**config.mk**
```make
export PLATFORM = sky130hd
export DESIGN_NAME = video_mda_glyph_fetch_flat
export DESIGN_NICKNAME = d
export VERILOG_FILES = /design/src/rtl/video_mda_glyph_fetch_if.sv /design/src/rtl/video_mda_glyph_fetch.sv /design/src/flat_wrapper.sv
export SDC_FILE = /design/constraint.sdc
export NUM_CORES = 1
export LEC_CHECK = 0
export ABC_AREA = 1
export CAP_MARGIN = 30
export CORE_MARGIN = 4
export CORE_UTILIZATION = 44
export CTS_BUF_LIST = sky130_fd_sc_hd__clkbuf_4
export DETAILED_ROUTE_END_ITERATION = 6
export HOLD_SLACK_MARGIN = 0.1
export PLACE_DENSITY = 0.82
export SKIP_LAST_GASP = 1
export SYNTH_ARGS = -nofsm -noshare
export SYNTH_HDL_FRONTEND = slang
export SYNTH_SLANG_ARGS = --single-unit
```
**constraint.sdc**
```tcl
create_clock -name clk -period 1.6 [get_ports clk]
set_input_delay 0.16 -clock clk [delete_from_list [all_inputs] [get_ports clk]]
set_output_delay 0.16 -clock clk [all_outputs]
set_load 0.01 [all_outputs]
```
**src/rtl/video_mda_glyph_fetch_if.sv**
```systemverilog
// Bundle of signals around the MDA glyph fetch stage: the cell stream in,
// the font ROM read port, blink control and the pixel stream out.
interface video_mda_glyph_fetch_if #(
   parameter int CHAR_WIDTH = 8,
   parameter int ROW_WIDTH  = 3
);
   logic                            s_cell_valid;
   logic                            s_cell_ready;
   logic [CHAR_WIDTH-1:0]           s_cell_char;
   logic [7:0]                      s_cell_attr;
   logic [ROW_WIDTH-1:0]            s_cell_row;
   logic                            s_cell_last;

   logic                            rom_re;
   logic [CHAR_WIDTH+ROW_WIDTH-1:0] rom_raddr;
   logic [7:0]                      rom_q;

   logic                            blink_en;
   logic                            blink_phase;

   logic                            m_pix_valid;
   logic                            m_pix_ready;
   logic [7:0]                      m_pix_bits;
   logic [7:0]                      m_pix_attr;
   logic                            m_pix_last;

   // Environment side: supplies cells, ROM data and blink state, consumes pixels.
   modport master (
      output s_cell_valid, s_cell_char, s_cell_attr, s_cell_row, s_cell_last,
      input  s_cell_ready,
      input  rom_re, rom_raddr,
      output rom_q,
      output blink_en, blink_phase,
      input  m_pix_valid, m_pix_bits, m_pix_attr, m_pix_last,
      output m_pix_ready
   );

   modport slave (
      input  s_cell_valid, s_cell_char, s_cell_attr, s_cell_row, s_cell_last,
      output s_cell_ready,
      output rom_re, rom_raddr,
      input  rom_q,
      input  blink_en, blink_phase,
      output m_pix_valid, m_pix_bits, m_pix_attr, m_pix_last,
      input  m_pix_ready
   );
endinterface

```
**src/rtl/video_mda_glyph_fetch.sv**
```systemverilog
// Two-stage MDA glyph fetch: stage 1 waits on the font ROM read, stage 2 holds
// the attribute-processed foreground bits for the pixel consumer.
module video_mda_glyph_fetch #(
   parameter int CHAR_WIDTH = 8,
   parameter int ROW_WIDTH  = 3,
   parameter int UL_ROW     = 7
) (
   input  logic                         clk,
   input  logic                         rst,
   video_mda_glyph_fetch_if.slave       bus
);
   logic                 rd_pend;
   logic [7:0]           s1_attr;
   logic [ROW_WIDTH-1:0] s1_row;
   logic                 s1_last;

   logic                 pix_valid;
   logic [7:0]           pix_bits;
   logic [7:0]           pix_attr;
   logic                 pix_last;

   logic                 advance;
   logic                 in_xfer;
   logic                 cell_ready;
   logic [7:0]           glyph;

   assign advance    = rd_pend & (~pix_valid | bus.m_pix_ready);
   assign cell_ready = ~rst & (~rd_pend | advance);
   assign in_xfer    = bus.s_cell_valid & cell_ready;

   // A stalled stage 1 blocks new reads, so rom_q stays on the held entry's row.
   assign bus.s_cell_ready = cell_ready;
   assign bus.rom_re       = in_xfer;
   assign bus.rom_raddr    = {bus.s_cell_char, bus.s_cell_row};

   assign bus.m_pix_valid  = pix_valid;
   assign bus.m_pix_bits   = pix_bits;
   assign bus.m_pix_attr   = pix_attr;
   assign bus.m_pix_last   = pix_last;

   // Later rules override earlier ones: underline, blink-off, reverse, invisible.
   always_comb begin
      glyph = bus.rom_q;
      if (s1_attr[2:0] == 3'b001 && s1_row == ROW_WIDTH'(UL_ROW))
         glyph = 8'hFF;
      if (bus.blink_en && s1_attr[7] && bus.blink_phase)
         glyph = 8'h00;
      if ((s1_attr & 8'h77) == 8'h70)
         glyph = ~glyph;
      if ((s1_attr & 8'h77) == 8'h00)
         glyph = 8'h00;
   end

   always_ff @(posedge clk or posedge rst) begin
      if (rst) begin
         rd_pend   <= 1'b0;
         s1_attr   <= '0;
         s1_row    <= '0;
         s1_last   <= 1'b0;
         pix_valid <= 1'b0;
         pix_bits  <= '0;
         pix_attr  <= '0;
         pix_last  <= 1'b0;
      end else begin
         if (in_xfer) begin
            rd_pend <= 1'b1;
            s1_attr <= bus.s_cell_attr;
            s1_row  <= bus.s_cell_row;
            s1_last <= bus.s_cell_last;
         end else if (advance) begin
            rd_pend <= 1'b0;
         end

         if (advance) begin
            pix_valid <= 1'b1;
            pix_bits  <= glyph;
            pix_attr  <= s1_attr;
            pix_last  <= s1_last;
         end else if (bus.m_pix_ready) begin
            pix_valid <= 1'b0;
         end
      end
   end
endmodule
```
**src/flat_wrapper.sv**
```systemverilog
// flat-port wrapper written by rule: the top's interface ports become plain ports
module video_mda_glyph_fetch_flat 
#(
   parameter int CHAR_WIDTH = 8,
   parameter int ROW_WIDTH  = 3,
   parameter int UL_ROW     = 7
)
  (clk, rst, bus_s_cell_valid, bus_s_cell_char, bus_s_cell_attr, bus_s_cell_row, bus_s_cell_last, bus_s_cell_ready, bus_rom_re, bus_rom_raddr, bus_rom_q, bus_blink_en, bus_blink_phase, bus_m_pix_valid, bus_m_pix_bits, bus_m_pix_attr, bus_m_pix_last, bus_m_pix_ready);
  video_mda_glyph_fetch_if #(.CHAR_WIDTH(CHAR_WIDTH), .ROW_WIDTH(ROW_WIDTH)) bus_i ();
  input  logic clk;
  input  logic rst;
  input wire logic [$bits(bus_i.s_cell_valid)-1:0] bus_s_cell_valid;
  input wire logic [$bits(bus_i.s_cell_char)-1:0] bus_s_cell_char;
  input wire logic [$bits(bus_i.s_cell_attr)-1:0] bus_s_cell_attr;
  input wire logic [$bits(bus_i.s_cell_row)-1:0] bus_s_cell_row;
  input wire logic [$bits(bus_i.s_cell_last)-1:0] bus_s_cell_last;
  output wire logic [$bits(bus_i.s_cell_ready)-1:0] bus_s_cell_ready;
  output wire logic [$bits(bus_i.rom_re)-1:0] bus_rom_re;
  output wire logic [$bits(bus_i.rom_raddr)-1:0] bus_rom_raddr;
  input wire logic [$bits(bus_i.rom_q)-1:0] bus_rom_q;
  input wire logic [$bits(bus_i.blink_en)-1:0] bus_blink_en;
  input wire logic [$bits(bus_i.blink_phase)-1:0] bus_blink_phase;
  output wire logic [$bits(bus_i.m_pix_valid)-1:0] bus_m_pix_valid;
  output wire logic [$bits(bus_i.m_pix_bits)-1:0] bus_m_pix_bits;
  output wire logic [$bits(bus_i.m_pix_attr)-1:0] bus_m_pix_attr;
  output wire logic [$bits(bus_i.m_pix_last)-1:0] bus_m_pix_last;
  input wire logic [$bits(bus_i.m_pix_ready)-1:0] bus_m_pix_ready;
  assign bus_i.s_cell_valid = bus_s_cell_valid;
  assign bus_i.s_cell_char = bus_s_cell_char;
  assign bus_i.s_cell_attr = bus_s_cell_attr;
  assign bus_i.s_cell_row = bus_s_cell_row;
  assign bus_i.s_cell_last = bus_s_cell_last;
  assign bus_s_cell_ready = bus_i.s_cell_ready;
  assign bus_rom_re = bus_i.rom_re;
  assign bus_rom_raddr = bus_i.rom_raddr;
  assign bus_i.rom_q = bus_rom_q;
  assign bus_i.blink_en = bus_blink_en;
  assign bus_i.blink_phase = bus_blink_phase;
  assign bus_m_pix_valid = bus_i.m_pix_valid;
  assign bus_m_pix_bits = bus_i.m_pix_bits;
  assign bus_m_pix_attr = bus_i.m_pix_attr;
  assign bus_m_pix_last = bus_i.m_pix_last;
  assign bus_i.m_pix_ready = bus_m_pix_ready;
  video_mda_glyph_fetch #(.CHAR_WIDTH(CHAR_WIDTH), .ROW_WIDTH(ROW_WIDTH), .UL_ROW(UL_ROW)) u_core (.clk(clk), .rst(rst), .bus(bus_i));
endmodule
```
# Word-level counts from Yosys, hierarchy flattened
# Index checks and enable logic that the tools add are counted.
[word_totals]
regBits = 31
latch_bits = 0
mem_bits_rw = 0
rom_bits = 0
in_bits = 34
output_inout_bits = 31
word_cells = 34
mem_count = 0
[classes]
add_sub_neg = 0
n_mul = 0
div = 0
order_cmp = 0
n_eq_ne = 3
shift = 0
mux = 8
bitwise_logic = 9
n_reduce_logical = 6
[ops]
columns = ["op", "n"]
rows = [
  ["8-bit two-way mux", 4],
  ["8-bit logical NOT", 1],
  ["8-bit NOT", 1],
  ["6-bit equality test, second input constant", 1],
  ["1-bit two-way mux", 4],
  ["2-bit nonzero test", 2],
  ["1-bit AND", 3],
  ["3-bit by 1-bit equality test with 1-bit output, second input constant", 1],
  ["3-bit equality test, second input constant", 1],
  ["1-bit logical AND", 3],
  ["1-bit NOT", 3],
  ["1-bit bitwise OR", 2],
]

# Longest topological paths before layout
# Gate-level depths: netlist (run 1).
[depth]
ltp_word = 7
mapped_depth = 9
ltp_nobuf = 9

# Least setup slack after synthesis (run 1)
# Ideal clock, no wire load.
[synth_path]
path_type = "input-to-reg"
from = "input port rst"
to = "register u_core.s1_attr[7]"
setup_time_ns = 0.118
t_arrival_ns = 1.422
t_required_ns = 1.482
slack_ns = 0.060
cell_stages = 7
n_path_buf = 1
cell_sequence = "inv_1 -> nand2_2 -> inv_2 -> nand2_4 -> inv_4 -> buf_6 -> o21ai_2"
[synth_between]
elab_chain_len = 3
[synth_lines]
columns = ["element", "line_no", "rtl"]
rows = [
  ["from (decl)", "flat_wrapper.sv:11", "input logic rst;"],
  ["1-bit NOT", "video_mda_glyph_fetch.sv:28", "assign cell_ready = ~rst & (~rd_pend | advance);"],
  ["1-bit AND", "video_mda_glyph_fetch.sv:28", ""],
  ["via bus_s_cell_ready", "flat_wrapper.sv:17", "output wire logic [$bits(bus_i.s_cell_ready)-1:0] bus_s_cell_ready;"],
  ["1-bit AND", "video_mda_glyph_fetch.sv:29", "assign in_xfer = bus.s_cell_valid & cell_ready;"],
  ["via bus_rom_re", "flat_wrapper.sv:18", "output wire logic [$bits(bus_i.rom_re)-1:0] bus_rom_re;"],
  ["to (signal assigned)", "video_mda_glyph_fetch.sv:67", "s1_attr <= bus.s_cell_attr;"],
  ["to (decl)", "video_mda_glyph_fetch.sv:13", "logic [7:0] s1_attr;"],
]
# The timed path passes the listed nets, and every way through them passes these cells.
# A chain may end at the register's enable or synchronous reset.

# Worst setup path in the final report (run 1)
[layout_path]
from = "register u_core.pix_valid (netlist: u_core.bus.m_pix_valid)"
to = "output port bus_m_pix_valid"
[layout_rtl]
columns = ["element", "line_no", "rtl"]
rows = [
  ["from (decl)", "video_mda_glyph_fetch.sv:17", "logic pix_valid;"],
  ["from (signal assigned)", "video_mda_glyph_fetch.sv:60", "pix_valid <= 1'b0;"],
  ["from (signal assigned)", "video_mda_glyph_fetch.sv:75", "pix_valid <= 1'b1;"],
  ["from (signal assigned)", "video_mda_glyph_fetch.sv:80", "pix_valid <= 1'b0;"],
  ["to (decl)", "flat_wrapper.sv:23", "output wire logic [$bits(bus_i.m_pix_valid)-1:0] bus_m_pix_valid;"],
]
# No word-level cell between the ends.

==> results.cfg, run 1 <==
[setup_path]
critical_path_required_ns = 1.44
end_kind = primary output
reg2reg_setup_slack_ns = 0.29
cp-endpoint = bus_m_pix_valid
worst-r2r-cell-count = 5
cp_data_arrival_time_ns = 1.36
r2r_start = u_core.bus.m_pix_valid$_DFFE_PP0P_
crit_start = u_core.bus.m_pix_valid$_DFFE_PP0P_
r2r_end = u_core.bus.m_pix_attr[6]$_DFFE_PP0P_
crit_fanout = 3
start_kind = flop
path_class = reg -> out

[synthesis]
synthesis.nets = 231
synth_seq_cells = 31
synth_top_area_share_pct = 48.6
ys_async_sr_fraction_pct = 100
netlist_instances = 197
postSynthAreaPerCell_um2 = 8.11
synth_common_cells = 88 x nand2_1, 31 x dfrtp_1, 16 x inv_1, 15 x nand3_1, 11 x buf_4
yosys.area.top_type = dfrtp_1
syn_area_mm2 = 0.00160
synth_area_leaders = dfrtp_1 49%, nand2_1 21%, buf_4 5.2%
seq_area_frac_synth_pct = 48.6
netlist-cell-type-count = 18
synth_enable_flop_cells = 0
synth_most_common_cell = nand2_1
ys.flop_type = dfrtp_1
yosysWarnings = 0

[die]
die_area_mm2 = 0.00466
row_count = 21
die_x_um = 68.3
start_util_pct = 46.8
die_h_um = 68.3
core_area_mm2 = 0.00342
num_io_pins = 65

[drt]
dr.pass1.iters = 4
wl_per_cell_um = 11.1
postRouteAntennaNets = 0
vias = 1316
drc = 0
drtIter0Drc = 88
routed_wl_um = 3240
drt-vias-per-instance = 4.51

[cts]
clk_path_buf_depth = 2
cts_tree = yes
postCtsHoldBufs = 0
clkTransAtPathRegs_ns = 0.10
clk_latency_ns = 0.32
clock_sinks = 31
cts_buffers = 5
clock-root-buffer = clkbuf_4
htree_num_levels = 2

[final_layout]
nets = 279
syn_to_final_growth_pct = 33.3
stdcell_count = 292
drive_above_1_share_pct = 17.1
final_cell_area_mm2 = 0.00213
antennaDiodeCount = 0

[place]
hpwlAfterDp_um = 2430
routabilityCongestion = 0.782
portBuffers = 48
placed_area_mm2 = 0.00207
post-place-cells = 283

[global_route]
grt_pass1_wl_um = 5490
track_usage_pct = 15.8
grt_max_degree = 32
grt.overflow.total = 0
grt_antenna_before_repair = 0
grt_pass1_vias = 1310

[min_path]
min_path_type = in -> async

[run_status]
status = finished, final reports clean

[sta]
slew_violations = 0
min_period_over_period_pct = 95.0
final.setup.tns_ns = 0
hold_viol_final = 0
fin_crit_ns = 1.52
clock.fmax_ghz = 0.658
setup_viol = 0
fin_worst_skew_ns = 0.00898
worst_slew_pin_slew_ns = 0.392
rsz0062_at_grt = no
max_slew_margin_pct = 73.8

[power]
p_leak_nw = 1.13
max-vdd-ir-drop_v = 0.000529
p_per_area_mw_per_mm2 = 1040

[run]
maxCapViolCount = 0
cells by family (layout without fill, tap and decap cells):
group	count (synthesis)	in the layout	share of synthesized area, %
AOI/OAI and AO/OA	13	13	6.42
buffers and inverters	38	87	13.3
DFF	31	31	48.6
and+or+nand+nor	115	115	31.7
power by group:
part | total (mW) | switching (mW) | internal [mW]
logic | 0.713 | 0.331 | 0.382
registers | 1.05 | 0.101 | 0.944
clock network | 0.455 | 0.269 | 0.186
total | 2.21 | 0.700 | 1.51
worst max-delay path, cell delays in order (launching register included):
cell and delay (ns):
dfrtp_1 0.38, buf_4 0.13, clkdlybuf4s50_1 0.53
worst min path at each step:
| stage | startpoint | endpoint | cells after the start |
|---|---|---|---|
| 6_report | rst | u_core.bus.m_pix_valid$_DFFE_PP0P_ | 3 |
| 5_1_grt | rst | u_core.bus.m_pix_valid$_DFFE_PP0P_ | 3 |
| 4_1_cts | rst | u_core.s1_attr[4]$_DFFE_PP0P_ | 3 |
| 3_5_place_dp | bus_s_cell_char[2] | bus_rom_raddr[5] | 0 |
| 3_3_place_gp | bus_s_cell_char[2] | bus_rom_raddr[5] | 0 |
| 2_1_floorplan | bus_s_cell_attr[1] | u_core.s1_attr[1]$_DFFE_PP0P_ | 2 |
timing repair:
| item | CTS | global route |
|---|---|---|
| buffers inserted | 1 | 0 |
| setup endpoints to repair | 2 | 0 |
| gates resized for setup | 2 | 0 |
flip-flops by register name, summed over array words and instances, names as in the netlist:
signal / cells
u_core.s1_last: 1
u_core.bus.m_pix_bits: 8
u_core.s1_row: 3
u_core.bus.m_pix_attr: 8
u_core.bus.m_pix_last: 1
u_core.s1_attr: 8
u_core.bus.m_pix_valid: 1
u_core.rd_pend: 1
per-layer routing:
metal | share of wire, % | GRT usage (%) | up-vias
met4 | 1.2 | 6.45 | 0
met3 | 6.5 | 3.78 | 4
met1 | 46 | 19.4 | 583
met5 | 0 | 0 | -
met2 | 46 | 26.5 | 36
li1 | - | - | 693
stage by stage:
stage / utilization [%] / hold slack (ns) / worst slack [ns] / power, mW
final: 62.3 / 0.271 / 0.0797 / 2.21
after global routing: 62.3 / 0.317 / 0.0122 / 2.37
after CTS: 62.3 / 0.277 / 0.0661 / 2.24
after detailed placement: 60.5 / 0.320 / -0.0391 / 1.78
after global placement: 60.5 / 0.320 / -0.0456 / 1.76
after floorplan: - / 0.270 / 0.0598 / 1.43
placed cells by master, fill, tap and decap left out, types with 3 or more instances in the layout:
master | synthesis | layout
nor2_1 | 3 | 3
o21ai_0 | 3 | 3
inv_2 | 5 | 5
nand3_2 | 4 | 4
dfrtp_1 | 31 | 31
inv_1 | 16 | 16
o21ai_2 | 9 | 9
nand2_1 | 88 | 88
clkbuf_4 | 0 | 6
buf_4 | 11 | 8
clkdlybuf4s50_1 | 0 | 46
nand3_1 | 15 | 15
area by class of cell:
type	count	area (um2)
sequential	31	776
multi-input combinational	128	609
fill	319	1290
inverter	23	91.3
tap	46	57.6
clock inverter	2	12.5
timing repair buffer	56	538
clock buffer	6	45.0
Note: power is estimated with default switching activity, not from simulation.
==> inputs of run 2 (changes only) <==
--- a/config.mk
+++ b/config.mk
@@ -7,13 +7,13 @@
 export LEC_CHECK = 0
 export ABC_AREA = 1
 export CAP_MARGIN = 30
+export CORE_ASPECT_RATIO = 1.25
 export CORE_MARGIN = 4
 export CORE_UTILIZATION = 44
 export CTS_BUF_LIST = sky130_fd_sc_hd__clkbuf_4
 export DETAILED_ROUTE_END_ITERATION = 6
 export HOLD_SLACK_MARGIN = 0.1
 export PLACE_DENSITY = 0.82
-export SKIP_LAST_GASP = 1
 export SYNTH_ARGS = -nofsm -noshare
 export SYNTH_HDL_FRONTEND = slang
 export SYNTH_SLANG_ARGS = --single-unit
==> run 2 against run 1 <==
Against the previous run:
- global-route usage shrank 0.84 points
- first-iteration DRC count shrank 44%
- final area decreased by 1.3%
- clock skew increased by 0.00075 ns
- final cell count is 3.1% lower
- utilization decreased by 2.0 points
- sequential power about the same
- critical path type unchanged
- largest cell class unchanged
==> results.cfg, run 2 (synthesis gave the netlist of run 1 again) <==
[cts]
clk_latency_ns = 0.32
clock_sinks = 31
htree_num_levels = 2
clock-root-buffer = clkbuf_4
clk_path_buf_depth = 2
cts_buffers = 5
clkTransAtPathRegs_ns = 0.09
postCtsHoldBufs = 0
cts_tree = yes

[min_path]
min_path_type = in -> async

[die]
start_util_pct = 45.9
row_count = 24
num_io_pins = 65
core_area_mm2 = 0.00348
die_area_mm2 = 0.00467
die_h_um = 75.4
die_x_um = 61.9

[global_route]
grt_pass1_wl_um = 5090
use_met3_pct = 5.25
grt.overflow.total = 0
grt_antenna_before_repair = 0
grt.met2_usage_pct = 25.6
grt_util_met1_pct = 16.7
track_usage_pct = 14.9
grt_max_degree = 32
grt_pass1_vias = 1214
grt-busiest-layer = met2

[setup_path]
crit_fanout = 3
critical_path_required_ns = 1.44
r2r_start = u_core.bus.m_pix_valid$_DFFE_PP0P_
end_kind = primary output
r2r_end = u_core.bus.m_pix_attr[0]$_DFFE_PP0P_
path_class = reg -> out
worst-r2r-cell-count = 5
reg2reg_setup_slack_ns = 0.30
cp_data_arrival_time_ns = 1.37
start_kind = flop

[run_status]
status = finished, final reports clean

[final_layout]
utilization_pct = 60.3
mostFrequentLayoutCells = 88 x nand2_1, 46 x clkdlybuf4s50_1, 31 x dfrtp_1
fillers = 324
final_cell_area_mm2 = 0.00210
antennaDiodeCount = 0
drive_above_1_share_pct = 16.0
syn_to_final_growth_pct = 31.6
nets = 278
layout_commonest_cell = nand2_1

[place]
routabilityCongestion = 0.817
portBuffers = 48
hpwlAfterDp_um = 2440
placed_area_mm2 = 0.00205

[drt]
dr.pass1.iters = 6
drtIter0Drc = 49
drt-vias-per-instance = 4.78
wl_per_cell_um = 11.1
postRouteAntennaNets = 0
routed_wl_um = 3150
vias = 1352
drc = 0

[sta]
hold_viol_final = 0
setup_viol = 0
clock.fmax_ghz = 0.652
slew_violations = 0
rsz0062_at_grt = no
fin_worst_skew_ns = 0.00973
fin_crit_ns = 1.53
min_period_over_period_pct = 95.9
max_slew_margin_pct = 74.3
worst_slew_pin_slew_ns = 0.386

[run]
maxCapViolCount = 0

[power]
power_mw = 2.16
p_leak_nw = 1.12
max-vdd-ir-drop_v = 0.000679
p_per_area_mw_per_mm2 = 1030
## run 2: cell types whose count changed in the layout (fill, tap and decap cells not counted), sizes merged
cell      change
clkbuf        -1
buf           -1
clkinvlp      -1
clkinv        +1
## run 2: metal layers
layer | routed length, um | part of all wire (%)
met1 | 1200 | 38
met2 | 1650 | 52
met3 | 233 | 7.4
met4 | 66 | 2.1
met5 | 0 | 0
## run 2: critical path, cell delays in order (launching register included)
cell and delay [ns]:
dfrtp_1 0.39, buf_4 0.14, clkdlybuf4s50_1 0.53
## run 2: stage by stage
| step | instances | setup slack (ns) | hold slack, ns | TNS, ns |
|---|---|---|---|---|
| after floorplan | 197 | 0.0598 | 0.270 | 0 |
| after detailed placement | 275 | -0.0482 | 0.320 | -0.0482 |
| final | 283 | 0.0653 | 0.266 | 0 |
| after global routing | 283 | 0.00813 | 0.320 | 0 |
| after global placement | 275 | -0.0428 | 0.320 | -0.0428 |
| after CTS | 283 | 0.0582 | 0.281 | 0 |
## run 2: final cells by class
type	instances	area, um2	area share (%)
flip-flops and latches	31	776	36.9
repair buffers	55	531	25.2
multi-input cells	128	609	29.0
well taps	39	48.8	2.32
clock buffers	5	37.5	1.79
clock inverters	2	8.76	0.417
inverters	23	91.3	4.35
## run 2: what timing repair did
item,in CTS,in global routing
setup buffers,1,0
setup endpoints to repair,2,0
resized for setup,2,0
## run 2: power by group
part / total [mW] / leakage [nW] / switching [mW] / internal [mW]
combinational: 0.713 / 0.702 / 0.332 / 0.381
clock: 0.402 / 0.0285 / 0.247 / 0.155
sequential: 1.04 / 0.388 / 0.0963 / 0.944
total: 2.16 / 1.12 / 0.675 / 1.48
## run 2: how the worst max path moves through the flow
stage / startpoint / end / slack, ns / cells past startpoint
final: u_core.bus.m_pix_valid$_DFFE_PP0P_ / bus_m_pix_valid / 0.07 / 2
after global routing: u_core.bus.m_pix_valid$_DFFE_PP0P_ / bus_m_pix_valid / 0.008 / 2
after CTS: u_core.bus.m_pix_valid$_DFFE_PP0P_ / bus_m_pix_valid / 0.06 / 2
after detailed placement: bus_m_pix_ready / bus_rom_re / -0.05 / 8
after global placement: bus_m_pix_ready / bus_rom_re / -0.04 / 8
after floorplan: rst / u_core.s1_attr[7]$_DFFE_PP0P_ / 0.06 / 7
